## src/rtl/alu_cmd_sequencer.sv

```systemverilog
// alu_cmd_sequencer
//   Initiator side of the ALU operand/opcode interface. Accepts R-type commands
//   (funct, A, B) on a valid/ready port, decodes funct into the 4-bit ALU opcode,
//   drives A/B/opcode to the ALU and holds them for WAIT_CYCLES, then captures
//   result/zero and returns them on a valid/ready response port. Illegal funct
//   codes are answered immediately with rsp_err=1 and the ALU left untouched.
//
// Ports
//   clk, rst                 clock (rising edge), asynchronous active-high reset
//   cmd_valid/cmd_ready      command handshake
//   cmd_funct/cmd_a/cmd_b    command payload
//   alu_a/alu_b/alu_op       operands and opcode to the ALU (held between ops)
//   alu_result/alu_zero      ALU outputs, sampled at the capture edge
//   rsp_valid/rsp_ready      response handshake
//   rsp_result/rsp_zero      captured ALU outputs (0 on error)
//   rsp_err                  illegal funct flag
//   op_count/err_count       statistics counters
//
// Configuration
//   ALU_SEQ_STATS_EN  defined: op_count/err_count count legal captures and
//                     illegal accepts (wrap modulo 2^CNT_W).
//                     undefined: both ports tied to 0, no counter flops.

module alu_cmd_sequencer #(
    parameter int unsigned WIDTH       = 32,
    parameter int unsigned WAIT_CYCLES = 2,
    parameter int unsigned CNT_W       = 16
) (
    input  logic             clk,
    input  logic             rst,
    input  logic             cmd_valid,
    output logic             cmd_ready,
    input  logic [5:0]       cmd_funct,
    input  logic [WIDTH-1:0] cmd_a,
    input  logic [WIDTH-1:0] cmd_b,
    output logic [WIDTH-1:0] alu_a,
    output logic [WIDTH-1:0] alu_b,
    output logic [3:0]       alu_op,
    input  logic [WIDTH-1:0] alu_result,
    input  logic             alu_zero,
    output logic             rsp_valid,
    input  logic             rsp_ready,
    output logic [WIDTH-1:0] rsp_result,
    output logic             rsp_zero,
    output logic             rsp_err,
    output logic [CNT_W-1:0] op_count,
    output logic [CNT_W-1:0] err_count
);

    localparam int unsigned CW = $clog2(WAIT_CYCLES + 1);

    typedef enum logic [1:0] {StIdle, StWait, StResp} state_e;

    state_e           state_q, state_d;
    logic [CW-1:0]    cnt_q, cnt_d;
    logic [WIDTH-1:0] alu_a_q, alu_a_d, alu_b_q, alu_b_d;
    logic [3:0]       alu_op_q, alu_op_d;
    logic [WIDTH-1:0] rsp_result_q, rsp_result_d;
    logic             rsp_zero_q, rsp_zero_d;
    logic             rsp_err_q, rsp_err_d;
    logic             cmd_ready_q, cmd_ready_d;
    logic             rsp_valid_q, rsp_valid_d;

    logic       dec_legal;
    logic [3:0] dec_op;
    logic       accept;

    // funct -> ALU opcode
    always_comb begin
        dec_legal = 1'b1;
        dec_op    = 4'b0000;
        case (cmd_funct)
            6'h20:   dec_op = 4'b0000;
            6'h22:   dec_op = 4'b0010;
            6'h24:   dec_op = 4'b0100;
            6'h25:   dec_op = 4'b0101;
            6'h26:   dec_op = 4'b0110;
            6'h27:   dec_op = 4'b0111;
            6'h2A:   dec_op = 4'b1010;
            default: dec_legal = 1'b0;
        endcase
    end

    // cmd_ready is a flop, so it is only ever high while sitting in StIdle
    assign accept = cmd_valid & cmd_ready_q;

    always_comb begin
        state_d      = state_q;
        cnt_d        = cnt_q;
        alu_a_d      = alu_a_q;
        alu_b_d      = alu_b_q;
        alu_op_d     = alu_op_q;
        rsp_result_d = rsp_result_q;
        rsp_zero_d   = rsp_zero_q;
        rsp_err_d    = rsp_err_q;
        unique case (state_q)
            StIdle: begin
                if (accept) begin
                    if (dec_legal) begin
                        alu_a_d  = cmd_a;
                        alu_b_d  = cmd_b;
                        alu_op_d = dec_op;
                        cnt_d    = CW'(WAIT_CYCLES - 1);
                        state_d  = StWait;
                    end else begin
                        rsp_err_d    = 1'b1;
                        rsp_result_d = '0;
                        rsp_zero_d   = 1'b0;
                        state_d      = StResp;
                    end
                end
            end
            StWait: begin
                if (cnt_q == '0) begin
                    rsp_result_d = alu_result;
                    rsp_zero_d   = alu_zero;
                    rsp_err_d    = 1'b0;
                    state_d      = StResp;
                end else begin
                    cnt_d = cnt_q - CW'(1);
                end
            end
            StResp: begin
                if (rsp_ready) begin
                    state_d = StIdle;
                end
            end
            default: state_d = StIdle;
        endcase
        cmd_ready_d = (state_d == StIdle);
        rsp_valid_d = (state_d == StResp);
    end

    always_ff @(posedge clk or posedge rst) begin
        if (rst) begin
            state_q      <= StIdle;
            cnt_q        <= '0;
            alu_a_q      <= '0;
            alu_b_q      <= '0;
            alu_op_q     <= 4'b0000;
            rsp_result_q <= '0;
            rsp_zero_q   <= 1'b0;
            rsp_err_q    <= 1'b0;
            cmd_ready_q  <= 1'b1;
            rsp_valid_q  <= 1'b0;
        end else begin
            state_q      <= state_d;
            cnt_q        <= cnt_d;
            alu_a_q      <= alu_a_d;
            alu_b_q      <= alu_b_d;
            alu_op_q     <= alu_op_d;
            rsp_result_q <= rsp_result_d;
            rsp_zero_q   <= rsp_zero_d;
            rsp_err_q    <= rsp_err_d;
            cmd_ready_q  <= cmd_ready_d;
            rsp_valid_q  <= rsp_valid_d;
        end
    end

    assign cmd_ready  = cmd_ready_q;
    assign rsp_valid  = rsp_valid_q;
    assign alu_a      = alu_a_q;
    assign alu_b      = alu_b_q;
    assign alu_op     = alu_op_q;
    assign rsp_result = rsp_result_q;
    assign rsp_zero   = rsp_zero_q;
    assign rsp_err    = rsp_err_q;

`ifdef ALU_SEQ_STATS_EN
    logic [CNT_W-1:0] op_count_q, err_count_q;
    logic             legal_done, err_accept;

    assign legal_done = (state_q == StWait) && (cnt_q == '0);
    assign err_accept = (state_q == StIdle) && accept && !dec_legal;

    always_ff @(posedge clk or posedge rst) begin
        if (rst) begin
            op_count_q  <= '0;
            err_count_q <= '0;
        end else begin
            if (legal_done) op_count_q <= op_count_q + CNT_W'(1);
            if (err_accept) err_count_q <= err_count_q + CNT_W'(1);
        end
    end

    assign op_count  = op_count_q;
    assign err_count = err_count_q;
`else
    assign op_count  = '0;
    assign err_count = '0;
`endif

endmodule

```

## config.mk

```make
export PLATFORM = sky130hd
export DESIGN_NAME = alu_cmd_sequencer
export DESIGN_NICKNAME = d
export VERILOG_FILES = /design/src/rtl/alu_cmd_sequencer.sv
export SDC_FILE = /design/constraint.sdc
export NUM_CORES = 1
export LEC_CHECK = 0
export ABC_AREA = 1
export CORE_ASPECT_RATIO = 0.75
export CORE_MARGIN = 2
export CORE_UTILIZATION = 41
export CTS_BUF_LIST = sky130_fd_sc_hd__clkbuf_4 sky130_fd_sc_hd__clkbuf_8
export DETAILED_ROUTE_END_ITERATION = 7
export GPL_TIMING_DRIVEN = 1
export PLACE_DENSITY = 0.94
export SYNTH_ARGS = -nofsm -noshare
export SYNTH_HDL_FRONTEND = slang
export SYNTH_SLANG_ARGS = --single-unit
```

## constraint.sdc

```tcl
create_clock -name clk -period 4.71 [get_ports clk]
set_input_delay 0.942 -clock clk [delete_from_list [all_inputs] [get_ports clk]]
set_output_delay 0.942 -clock clk [all_outputs]
set_load 0.01 [all_outputs]
```

Word level (Yosys, flattened, before mapping). Index checks and enable logic that the tools add are counted.

$add $sub $neg: 1. Equality and inequality tests: 15. Multiplexer cells: 23. Bitwise logic cells: 1. Reduce and logical (&&, ||, !) cells: 8.

Operator list (number): $mux W32 (3); $pmux W32 S2 (1); $eq A6 B6 Y1 const B (7); $pmux W4 S6 (1); $mux W2 (7); $ne A2 B2 Y1 const B (5); $reduce_and A4 Y1 (2); $mux W1 (7); $reduce_or A7 Y1 (1); $logic_not A2 Y1 (3); $pmux W2 S3 (1); $eq A2 B2 Y1 const B (2); $pmux W1 S2 (2); $pmux W2 S2 (1); $reduce_and A3 Y1 (1); $eq A2 B1 Y1 const B (1); $reduce_bool A2 Y1 (1); $sub A2 B1 Y2 const B (1); $and A1 B1 Y1 (1).

Register bits: 108. Output and inout bits: 136. Word-level logic and storage cells: 58.

Logic depth before layout (Yosys ltp). Gate-level depths: netlist (run 1).

Word-level depth: 7. Mapped depth: 9.

Least setup slack after synthesis (run 1). No wires, ideal clock.

Path kind: input -> register. From: input port cmd_funct[5]. To: register alu_a_q[0], in the netlist alu_a[0]. Library setup time: 0.117 ns. Arrival time: 1.733 ns. Required time: 4.593 ns. Slack: 2.861 ns. Stages on the path: 9. Cells stage by stage: inv_1 > nor2_4 > nand3_1 > nand2_1 > nand2_1 > buf_6 > buf_6 > nand2_1 > nand2_1.

Word-level cells in the longest chain between the ends: 4. Elaborated cells on any way between the ends: 10. Those cells by class: eq/ne (7); mux (1); reduce/logical (2).

Ends and longest elaborated chain: start, declared (line 33) `input logic [5:0] cmd_funct,`; $eq A6 B6 Y1 (line 72) `case (cmd_funct)`; $reduce_or A7 Y1 (no line) (*); $mux W1 (*) (line 72); $reduce_and A3 Y1 (no line) (*); end signal, assigned (line 149) `alu_a_q <= alu_a_d;`; end, declared (line 56) `logic [WIDTH-1:0] alu_a_q, alu_a_d, alu_b_q, alu_b_d;`.

Every way passes the cells marked *; elsewhere a longest branch is shown, timed or not. A chain may end at the register's enable or synchronous reset.

Worst setup path in the final report (run 1).
From: input port cmd_valid. To: register rsp_result_q[3], in the netlist rsp_result[3].

Word-level cells in the longest chain between the ends: 3.

Ends and longest elaborated chain: start, declared (line 31) `input logic cmd_valid,`; $and A1 B1 Y1 (line 85) `assign accept = cmd_valid & cmd_ready_q;`; $ne A2 B2 Y1 (no line); $reduce_and A4 Y1 (no line); end signal, assigned (line 152) `rsp_result_q <= rsp_result_d;`; end, declared (line 58) `logic [WIDTH-1:0] rsp_result_q, rsp_result_d;`.

Every way passes these cells.

==> results list, run 1 <==
* Status: finished, final reports clean
- Power spread over the standard cell area amounts to 521.6 nW/um2.
* Area share of the largest cell type after synthesis: 0.5784
* Total wire length: 12.58 mm
* Unrepaired setup endpoints after global routing: false
- Synth warn: 0
* Data arrival time at the worst-slack endpoint: 3.25 ns
- The floorplan has 33 rows.
* Count of vias placed by the detailed router: 4176
- Yosys instantiated no cell more often than sky130_fd_sc_hd__nand2_1.
* Cell Area, Synth: 4629 um2
- Entering global routing, the biggest net connects 66 pins.
* Count of flip-flops with a built-in enable after synthesis: 0
- Via-per-instance ratio: 4.879
* Pre-Repair DR Iteration Count: 4
* Slew Viols, Final: 0
- Leading cell types by count after synthesis: sky130_fd_sc_hd__nand2_1 (209), sky130_fd_sc_hd__dfrtp_1 (107), sky130_fd_sc_hd__nand3_1 (104)
- At the pin with the least slew margin, the transition time is 1.141 ns.
- Post-route DRC: 0
- The H-tree generated during clock tree synthesis spans 3 levels.
* Class of the tightest hold or removal check: reg2reg
- After detailed routing, the average wire length per cell comes to 14.70 um.
* Cell chain of the critical path: clkdlybuf4s50_1, nand2_1, nor3_4, buf_4, nand3_2, nand3_1, nand2_1
- The die is 126.7 um wide.
- Ratio of cells with drive above 1 in the final layout: 0.04330
- Setup TNS: 0 ns
- CTS saw 108 sinks.
* Share of the cycle needed by the critical path after routing: 0.6365
* Antenna violations before repair: 0
- The die covers 12170 um2.
- The worst setup path is captured at a flip-flop.
- Gate Count Post-Synth: 517
- The tree is rooted in a sky130_fd_sc_hd__clkbuf_8.
- Register-to-register setup slack: 2.19 ns
- Worst Setup Start Kind: input port
- For this configuration, the core starts out at a cell density of 0.4215.
- On the critical path, the stage with the largest delay is an instance of sky130_fd_sc_hd__nand3_2.
* Buffer and inverter count on the worst path: 2
- The count of buffers added on input and output ports is 210.
* Quantity of hold-fixing buffers added after cts: 0
* Count of nets after finishing: 819
- Reg-to-Reg Start: cmd_ready
- DRT iter0 DRCs: 198
- Avg Synthesized Cell Area: 8.954 um2
* Reg2Reg Depth: 6
- Required @ worst endpoint: 4.97 ns
- Total power consumption of the routed design: 3.565 mW
- For the finished layout, the period the worst path requires is 2.998 ns.
* Primary FF master, synth: sky130_fd_sc_hd__dfrtp_1
- Post_cts resized: 0
- Following the worst setup path forward leads to its endpoint at rsp_result[3].
- Clock latency of the later-clocked register in the worst-skew pair: 0.36 ns
- During I/O placement, the number of pins put on the boundary was 243.
* Clk_skew: 0.008138 ns
- Worst-case headroom to the max-slew limit: 0.2363
* Clock-pin slew reported for the worst setup and hold paths after clock tree synthesis: 0.10 ns
- Number of cells on the critical path: 7
* Maximum vdd drop: 0.0002334 V
- The tool flagged a number of max-cap violations equal to 0.
- Remaining number of nets flagged by the antenna check after routing: 0
- Overall overflow remaining after global route: 0
- For this run, the register share of the synthesized area comes to 0.5841.
- The worst path meets setup with 1.712 ns of slack.
- Unique masters post-synth: 23
- TritonCTS built the clock tree.
* Inserted Diodes: 0
* Peak fanout along the critical path: 65
- In this run, CTS created clock tree buffers numbering 9.
- The first global-routing pass estimated 19.74 mm of wire.
- Cell class contributing the biggest share of worst-path delay: simple AND/OR/NAND/NOR gates
- The number of endpoints with negative hold slack in the final report came to 0.
* Global router's overall resource usage: 0.2057
- Worst setup path startpoint: cmd_valid
- Clock Path Buffers: 2
- The largest total area in the synthesized netlist belongs to sky130_fd_sc_hd__dfrtp_1.
- Critical path class: in2reg
* Relative area change from synthesis to final layout: 47.65%
- The worst register-to-register path ends at rsp_result[3].
* Ys async rst share: 1.000
- The largest single stage delay on the critical path is 0.69 ns.
- Dominant cells by area after synthesis: sky130_fd_sc_hd__dfrtp_1 (58%), sky130_fd_sc_hd__nand2_1 (17%), sky130_fd_sc_hd__nand3_1 (11%)
- In this run the standard cell core region covers 10980 um2.
* Number of flip-flops and latches in the synthesized netlist: 108
- For this run, the top clock speed supported by timing is 333.6 MHz.
* Die Ht: 96.03 um
- Placer's final routability congestion estimate: 0.7978
- Place WS: 1.285 ns
- Among the stages of the critical path, the cell type that occurs most often is sky130_fd_sc_hd__nand2_1.
* Placed wire-length estimate: 8.868 mm
* Static Leak: 3.395 nW
* Final number of setup-violating endpoints: 0
- Vias in the first global route: 3966
- Number of setup buffers added after CTS: 0
## cells in the final DEF (no fill, tap or decap), drive strengths merged
cell type	instances
nand3	105
clkinv	3
nand4	1
o211ai	1
clkdlybuf4s50	210
nor3	1
conb	32
dfrtp	107
o21ai	4
nor2	7
dfstp	1
nand3b	1
ha	1
clkbuf	10
buf	5
a21oi	1
inv	15
bufinv	1
nand2	210
## per-stage QoR
step                utilization  instances  area, um2  hold WS (ns)
floorplan                     -        548       4746        0.4687
finish                   0.6224        856       6835        0.4766
CTS                      0.6224        856       6835        0.4812
global placement         0.6034        840       6628        0.4526
global route             0.6224        856       6835        0.4977
detailed placement       0.6034        840       6628        0.4580
## metal layers
metal	vias up	GRT usage	wire length (um)
met1	2001	0.2671	5305
met5	-	0	0
met2	187	0.3315	5933
li1	1970	-	-
met4	0	0.06044	179
met3	18	0.07059	1164
## sequential cells by signal, indices dropped and copies added (netlist names)
register and cells:
alu_a 32, alu_b 32, alu_op 4, cmd_ready 1
cnt_q 2, rsp_err 1, rsp_result 32, rsp_valid 1
rsp_zero 1, state_q 2
## where the power goes
part	leakage [nW]	total [mW]	internal (mW)	switching (mW)
logic	1.87	1.49	0.797	0.689
registers	1.41	1.49	1.28	0.212
clock network	0.107	0.588	0.266	0.322
total	3.40	3.57	2.34	1.22
## how the worst min path moves through the flow
stage,startpoint,to,slack [ns],depth (start not counted)
6_report,alu_a[5],alu_a[5],0.48,2
3_5_place_dp,alu_a[5],alu_a[5],0.46,2
3_3_place_gp,alu_b[7],alu_b[7],0.45,2
5_1_grt,alu_a[5],alu_a[5],0.50,2
2_1_floorplan,cnt_q[1],cnt_q[1],0.47,2
4_1_cts,alu_a[5],alu_a[5],0.48,2
## cell families after synthesis
logic type	after synthesis	share of synthesized area
other	1	0.0008100
AND/OR/NAND/NOR	325	0.2984
buffers and inverters	76	0.1070
adder cells (fa/ha/maj)	1	0.002702
flip-flops	108	0.5841
AO/OA/AOI/OAI	6	0.007027
## cell type report
| type | instances | area [um2] |
|---|---|---|
| Sequential cell | 108 | 2704 |
| Inverter | 13 | 51.30 |
| Tap cell | 140 | 175.2 |
| Timing Repair Buffer | 215 | 2140 |
| Clock inverter | 6 | 70.07 |
| Clock buffer | 10 | 137.6 |
| Fill cell | 924 | 4148 |
| Multi-Input combinational cell | 364 | 1558 |
## worst min-delay path: stages, from the launching register on
cell and delay [ns]:
sky130_fd_sc_hd__dfrtp_1 0.35, sky130_fd_sc_hd__nand2_1 0.05, sky130_fd_sc_hd__nand2_1 0.05
Note: power is estimated with default switching activity, not from simulation.
==> run 2: changes to the inputs <==
==> constraint.sdc (replaced) <==
create_clock -name clk -period 2.8 [get_ports clk]
set_input_delay 0.56 -clock clk [delete_from_list [all_inputs] [get_ports clk]]
set_output_delay 0.56 -clock clk [all_outputs]
set_load 0.01 [all_outputs]
==> run 2 against run 1 <==
Clock skew about the same. Utilization increased by 0.67 points. Flip-flop and latch count stayed put. Total power rose by 70%. Sequential power up 68%. Highest routed layer unchanged. Combinational power rose by 70%. Register-to-register slack got worse by 1.2 ns. Non-clock buffer count grew 4.
==> results list, run 2 (synthesis gave the netlist of run 1 again) <==
- Status: finished, final reports clean
* PwrDens: 876.6 nW/um2
- Worst setup path startpoint: cmd_ready
* Worst setup EP type: output pin
- Once detail routing completed, the nets flagged for antenna violations numbered 0.
* Worst-case headroom to the max-slew limit: 0.5979
* Starting Density: 0.4215
- Along the worst path, the maximum fanout reaches 2.
* Data arrival time at the worst-slack endpoint: 1.46 ns
- Maximum vdd drop: 0.0004087 V
* Required @ worst endpoint: 2.24 ns
- The final layout contains 823 nets.
* Final number of setup-violating endpoints: 0
* Clock network power share: 0.169
- The worst hold path belongs to the class reg2reg.
- Placed Instance Area: 6696 um2
- Setup repair after global routing left no endpoint under its margin.
- Buffer and inverter count on the worst path: 1
* Relative area change from synthesis to final layout: 49.24%
- The floorplan step defined a core boundary enclosing 10980 um2.
- Wires add up to 12.33 mm.
- Clock tree synthesis found a total of 108 sinks.
- The tool flagged a number of max-cap violations equal to 0.
- For the finished layout, the period the worst path requires is 2.018 ns.
- The initial antenna violation count was 0.
* Routed length per placed instance: 14.36 um
- Setup TNS: 0 ns
- The cell family contributing the most delay on the critical path is flip-flops.
* Power share of the combinational group: 0.419
- Number of port buffers: 210
- The H-tree generated during clock tree synthesis spans 3 levels.
- Maximum number of pins on one net before global-route repair: 109
* Placer's final routability congestion estimate: 0.7869
- On the worst path, the slowest cell contributes a delay of 0.56 ns.
- Most common library cell in the layout ignoring fill and taps: sky130_fd_sc_hd__clkdlybuf4s50_1
* Quantity of hold-fixing buffers added after cts: 0
- Max frequency: 495.6 MHz
- STA classifies the critical path startpoint as a flip-flop.
* Clock Path Buffers: 2
- The first global-routing pass estimated 19.25 mm of wire.
- Inserted Diodes: 0
* Placed wire-length estimate: 8.861 mm
- Library cell contributing the largest single delay on the critical path: sky130_fd_sc_hd__dfstp_2
- The clock arrives with 0.007827 ns of skew.
- In this run the count of I/O pins placed on the die edge is 243.
- FILL cells: 878
- Die Ht: 96.03 um
* Via-per-instance ratio: 4.828
* Switching component of the power: 2.035 mW
- The die is 126.7 um wide.
- Slew Viols, Final: 0
* Hold Path Origin: alu_b[10]
- Number of setup buffers added after CTS: 0
- In the layout the commonest cells are sky130_fd_sc_hd__clkdlybuf4s50_1 (210), sky130_fd_sc_hd__nand2_1 (207), sky130_fd_sc_hd__dfrtp_1 (107).
- The number of endpoints with negative hold slack in the final report is 0.
- Pre-Repair DR Iteration Count: 4
* Cell count after placement: 844
- Total power consumption of the routed design: 6.057 mW
* Number of cells in the finished layout apart from fillers: 859
- Clock latency of the later-clocked register in the worst-skew pair: 0.36 ns
* Clock buffers created by TritonCTS: 9
- For this design the static power due to leakage is 3.418 nW.
- Reg-to-Reg Start: cmd_ready
* Internal cell power: 4.022 mW
- The critical path is of the reg2out type.
* Least-Margin Pin Slew: 0.6031 ns
- Least setup slack across all paths after layout: 0.7822 ns
* Placement row count: 33
- Of the cells placed in the final design, the portion with a size suffix greater than 1 is 0.04729.
- Count of vias placed by the detailed router: 4147
- The signal on the critical path passes through clkdlybuf4s50_1.
* Non-Filler Cell Area, Final: 6909 um2
* Clock Tree Root: sky130_fd_sc_hd__clkbuf_8
* DIE AREA: 12170 um2
- Of the total power, the share spent switching nets is 0.3360.
- At the placement stage, the worst setup path has a slack of 0.5105 ns.
* Clock-pin slew reported for the worst setup and hold paths after clock tree synthesis: 0.10 ns
- Vias in the first global route: 3851
* TritonCTS clock tree: yes
- Part of the total power dissipated in sequential elements: 0.412
- The detailed router finished its first iteration with 164 violations.
- Post-route DRC: 0
- Dividing the final minimum period by the clock period gives 0.7206.
* Register-to-register setup slack: 1.03 ns
- Global router's overall resource usage: 0.2010
* Overall overflow remaining after global route: 0
- Post_cts resized: 0
-- run 2: cell count changes in the layout (fill, tap and decap cells not counted), sizes merged --
cell / delta
inv: -2
buf: +4
clkbuf: -1
clkinv: -2
clkinvlp: +3
bufinv: +1
-- run 2: worst paths after layout --
check                            endpoint  cells after the start
setup / recovery                cmd_ready                      1
setup reg to reg                 alu_b[4]                      7
hold reg to reg                 alu_b[10]                      2
hold / removal                  alu_b[10]                      2
max in group asynchronous  rsp_result[10]                      3
min in group asynchronous  rsp_result[16]                      3
-- run 2: cell type report --
cell class	count	area, um2	area share
clock buffers	9	123.9	0.01793
inverters	13	52.55	0.007606
clock inverters	6	88.84	0.01286
flip-flops and latches	108	2704	0.3913
repair buffers	219	2207	0.3194
well taps	140	175.2	0.02535
multi-input cells	364	1558	0.2255
-- run 2: per-stage QoR --
stage                 util  hold slack [ns]
finish              0.6291           0.4789
global placement    0.6097           0.4531
global route        0.6291           0.5025
floorplan                -           0.4687
CTS                 0.6291           0.4819
detailed placement  0.6097           0.4579
-- run 2: power groups by stage --
stage	combinational, mW	clock (mW)	sequential (mW)
3_3_place_gp	2.48	0	2.49
2_1_floorplan	0.759	0	2.76
5_1_grt	2.76	1.13	2.56
4_1_cts	2.57	1.06	2.50
6_report	2.54	1.02	2.50
3_5_place_dp	2.56	0	2.52
-- run 2: layer usage --
layer	vias to the layer above	routed length [um]	share of wire	track usage
li1	1971	-	-	-
met1	1983	5005	0.41	0.2551
met2	184	6068	0.49	0.3392
met3	9	1179	0.096	0.07004
met4	0	80	0.0065	0.04212
met5	-	0	0	0
==> run 3: changes to the inputs <==
--- a/config.mk
+++ b/config.mk
@@ -8,11 +8,11 @@
 export ABC_AREA = 1
 export CORE_ASPECT_RATIO = 0.75
 export CORE_MARGIN = 2
-export CORE_UTILIZATION = 41
+export CORE_UTILIZATION = 37
 export CTS_BUF_LIST = sky130_fd_sc_hd__clkbuf_4 sky130_fd_sc_hd__clkbuf_8
 export DETAILED_ROUTE_END_ITERATION = 7
 export GPL_TIMING_DRIVEN = 1
-export PLACE_DENSITY = 0.94
+export PLACE_DENSITY = 0.9
 export SYNTH_ARGS = -nofsm -noshare
 export SYNTH_HDL_FRONTEND = slang
 export SYNTH_SLANG_ARGS = --single-unit
==> constraint.sdc (replaced) <==
create_clock -name clk -period 1.8 [get_ports clk]
set_input_delay 0.36 -clock clk [delete_from_list [all_inputs] [get_ports clk]]
set_output_delay 0.36 -clock clk [all_outputs]
set_load 0.01 [all_outputs]
==> run 3 against run 2 <==
Utilization fell by 5.4 points. Final cell count up 4.1%. Die area increased by 10%. Global-route usage is 2.3 points lower. Sequential power is 55% higher. Critical endpoint is now rsp_result[30].
==> results list, run 3 (synthesis gave the netlist of run 1 again) <==
- In the layout the commonest cells are sky130_fd_sc_hd__clkdlybuf4s50_1 (209), sky130_fd_sc_hd__nand2_1 (207), sky130_fd_sc_hd__dfrtp_1 (107).
- Ratio of cells with drive above 1 in the final layout: 0.05907
* Cell class contributing the biggest share of worst-path delay: buffers and inverters
- Clock latency on the worst-skew pair, taken at its later pin, is 0.36 ns.
* Count of nets after finishing: 831
- Setup TNS: 0 ns
- The first detailed-routing pass took 4 iterations.
- Total wire length: 12.10 mm
* Peak fanout along the critical path: 2
- Routed length per placed instance: 13.54 um
* Share of the cycle needed by the critical path after routing: 0.9270
- For the pin with the worst max-slew slack, the measured transition is 0.5359 ns.
- Max frequency: 599.3 MHz
* Worst-case headroom to the max-slew limit: 0.6422
* Met1 Track Usage GR: 0.2305
- Clock buffers created by TritonCTS: 9
- FILL cells: 1059
- Relative area change from synthesis to final layout: 52.19%
- Antenna violations before repair: 0
- The finished layout holds 894 standard cells, fillers aside.
- For the worst setup path, the data arrival time is 1.31 ns.
- Maximum number of pins on one net before global-route repair: 65
- The number of global-route vias before repair is 3861.
- The number of endpoints with negative hold slack in the final report is 0.
- Count of vias placed by the detailed router: 4038
* PwrDens: 1316 nW/um2
* Part of the total power dissipated in sequential elements: 0.417
* Global router's overall resource usage: 0.1785
- Worst setup EP type: output pin
* Overall overflow remaining after global route: 0
- Remaining number of nets flagged by the antenna check after routing: 0
- Placement row count: 35
- Internal cell power: 6.114 mW
- The critical path in this run is classified as reg2out.
- Class of the tightest hold or removal check: in2async
* Number of top-level pins: 243
* Static Leak: 3.481 nW
* Total power consumption of the routed design: 9.274 mW
- Placer's final routability congestion estimate: 0.8328
* Deepest level of the CTS H-tree: 3
* Status: finished, final reports clean
* Cell count after placement: 878
- The tree built by TritonCTS fans out to 108 sinks.
* Cell chain of the critical path: clkdlybuf4s50_1
* Final number of setup-violating endpoints: 0
- The share of total power dissipated in the clock network is 0.149.
- In this run the power spent charging and discharging nets is 3.160 mW.
- Clock Tree Root: sky130_fd_sc_hd__clkbuf_8
- Via-per-instance ratio: 4.517
* Non-Filler Cell Area, Final: 7046 um2
* Fin crit period: 1.669 ns
- Final cell utilization of the core: 0.5746
* Required @ worst endpoint: 1.44 ns
* DRT iter0 DRCs: 135
* Die Wd: 133.2 um
- Net Sw Frac: 0.3408
* DIE AREA: 13430 um2
- For this design, the slowest cell found on the critical path is sky130_fd_sc_hd__clkdlybuf4s50_1.
- The placed instances occupy a cell area of 6864 um2.
- Placed wire-length estimate: 8.865 mm
- Number of setup buffers added after CTS: 0
* Slew Viols, Final: 0
- Unrepaired setup endpoints after global routing: false
- Inserted Diodes: 0
- Met2 Track Usage GR: 0.2882
- On the worst path, the slowest cell contributes a delay of 0.55 ns.
- Number of port buffers: 210
- Power share of the combinational group: 0.434
- Die Ht: 100.9 um
- Clock-pin slew was measured on the worst setup and hold paths at 0.10 ns.
* Placeable Area: 12260 um2
* Global-route track usage on met3: 0.06435
- For this run, design rule violations remaining after detail routing come to 0.
- Together, buffers and inverters on the worst path number 1.
* TritonCTS clock tree: yes
- Clock Path Buffers: 2
- The first global-routing pass estimated 19.18 mm of wire.
- Most common library cell in the layout ignoring fill and taps: sky130_fd_sc_hd__clkdlybuf4s50_1
* Maximum vdd drop: 0.0007646 V
- For this configuration, the core starts out at a cell density of 0.3776.
* GRT busiest layer: met2
- STA classifies the critical path startpoint as a flip-flop.
- Total of max-cap violations: 0
* Clk_skew: 0.007572 ns
-- run 3: changes by cell type in the layout (fill, tap and decap cells not counted) --
cell,delta
sky130_fd_sc_hd__buf_12,+6
sky130_fd_sc_hd__buf_4,+2
sky130_fd_sc_hd__bufinv_16,-2
sky130_fd_sc_hd__clkbuf_8,+1
sky130_fd_sc_hd__clkdlybuf4s50_1,-1
sky130_fd_sc_hd__clkinv_2,+1
sky130_fd_sc_hd__clkinv_4,+1
sky130_fd_sc_hd__clkinvlp_4,-2
sky130_fd_sc_hd__dlygate4sd2_1,+1
sky130_fd_sc_hd__inv_6,+2
-- run 3: what timing repair did --
item / in CTS / in global routing
endpoints found under the setup margin: 1 / 0
hold buffers: 0 / 0
gates resized for setup: 1 / 0
-- run 3: final cells by class --
cell class | count | area, um2 | area share
clock inverters | 6 | 45.04 | 0.006393
multi-input cells | 364 | 1558 | 0.2211
flip-flops and latches | 108 | 2704 | 0.3838
clock buffers | 10 | 137.6 | 0.01953
repair buffers | 227 | 2341 | 0.3323
inverters | 13 | 52.55 | 0.007459
well taps | 166 | 207.7 | 0.02948
-- run 3: final timing paths --
kind	from	end	slack, ns	cells after the start
max	rsp_result[30]	rsp_result[30]	0.13	1
min	rst	rsp_result[31]	0.33	2
max reg2reg	cmd_ready	alu_op[2]	0.29	7
min reg2reg	alu_b[19]	alu_b[19]	0.47	2
max in group asynchronous	rst	cmd_ready	0.95	3
min in group clk	alu_b[19]	alu_b[19]	0.47	2
-- run 3: metal layers --
| layer | up-vias | share of wire |
|---|---|---|
| met2 | 158 | 0.46 |
| met5 | - | 0 |
| met1 | 1872 | 0.44 |
| met3 | 17 | 0.087 |
| met4 | 0 | 0.015 |
| li1 | 1991 | - |
-- run 3: metrics by stage --
stage                     hold slack (ns)  worst slack, ns
after floorplan                    0.4687           0.1393
after global placement             0.4523         0.007114
after detailed placement           0.4581         -0.09253
after CTS                          0.3070          0.09444
after global routing               0.3372          0.06259
final                              0.3267           0.1313
-- run 3: power by group through the flow --
stage / combinational [mW] / sequential (mW) / clock [mW]
floorplan: 1.18 / 4.30 / 0
global placement: 3.97 / 3.88 / 0
detailed placement: 4.07 / 3.91 / 0
CTS: 4.07 / 3.87 / 1.45
global route: 4.38 / 3.98 / 1.53
finish: 4.02 / 3.87 / 1.38
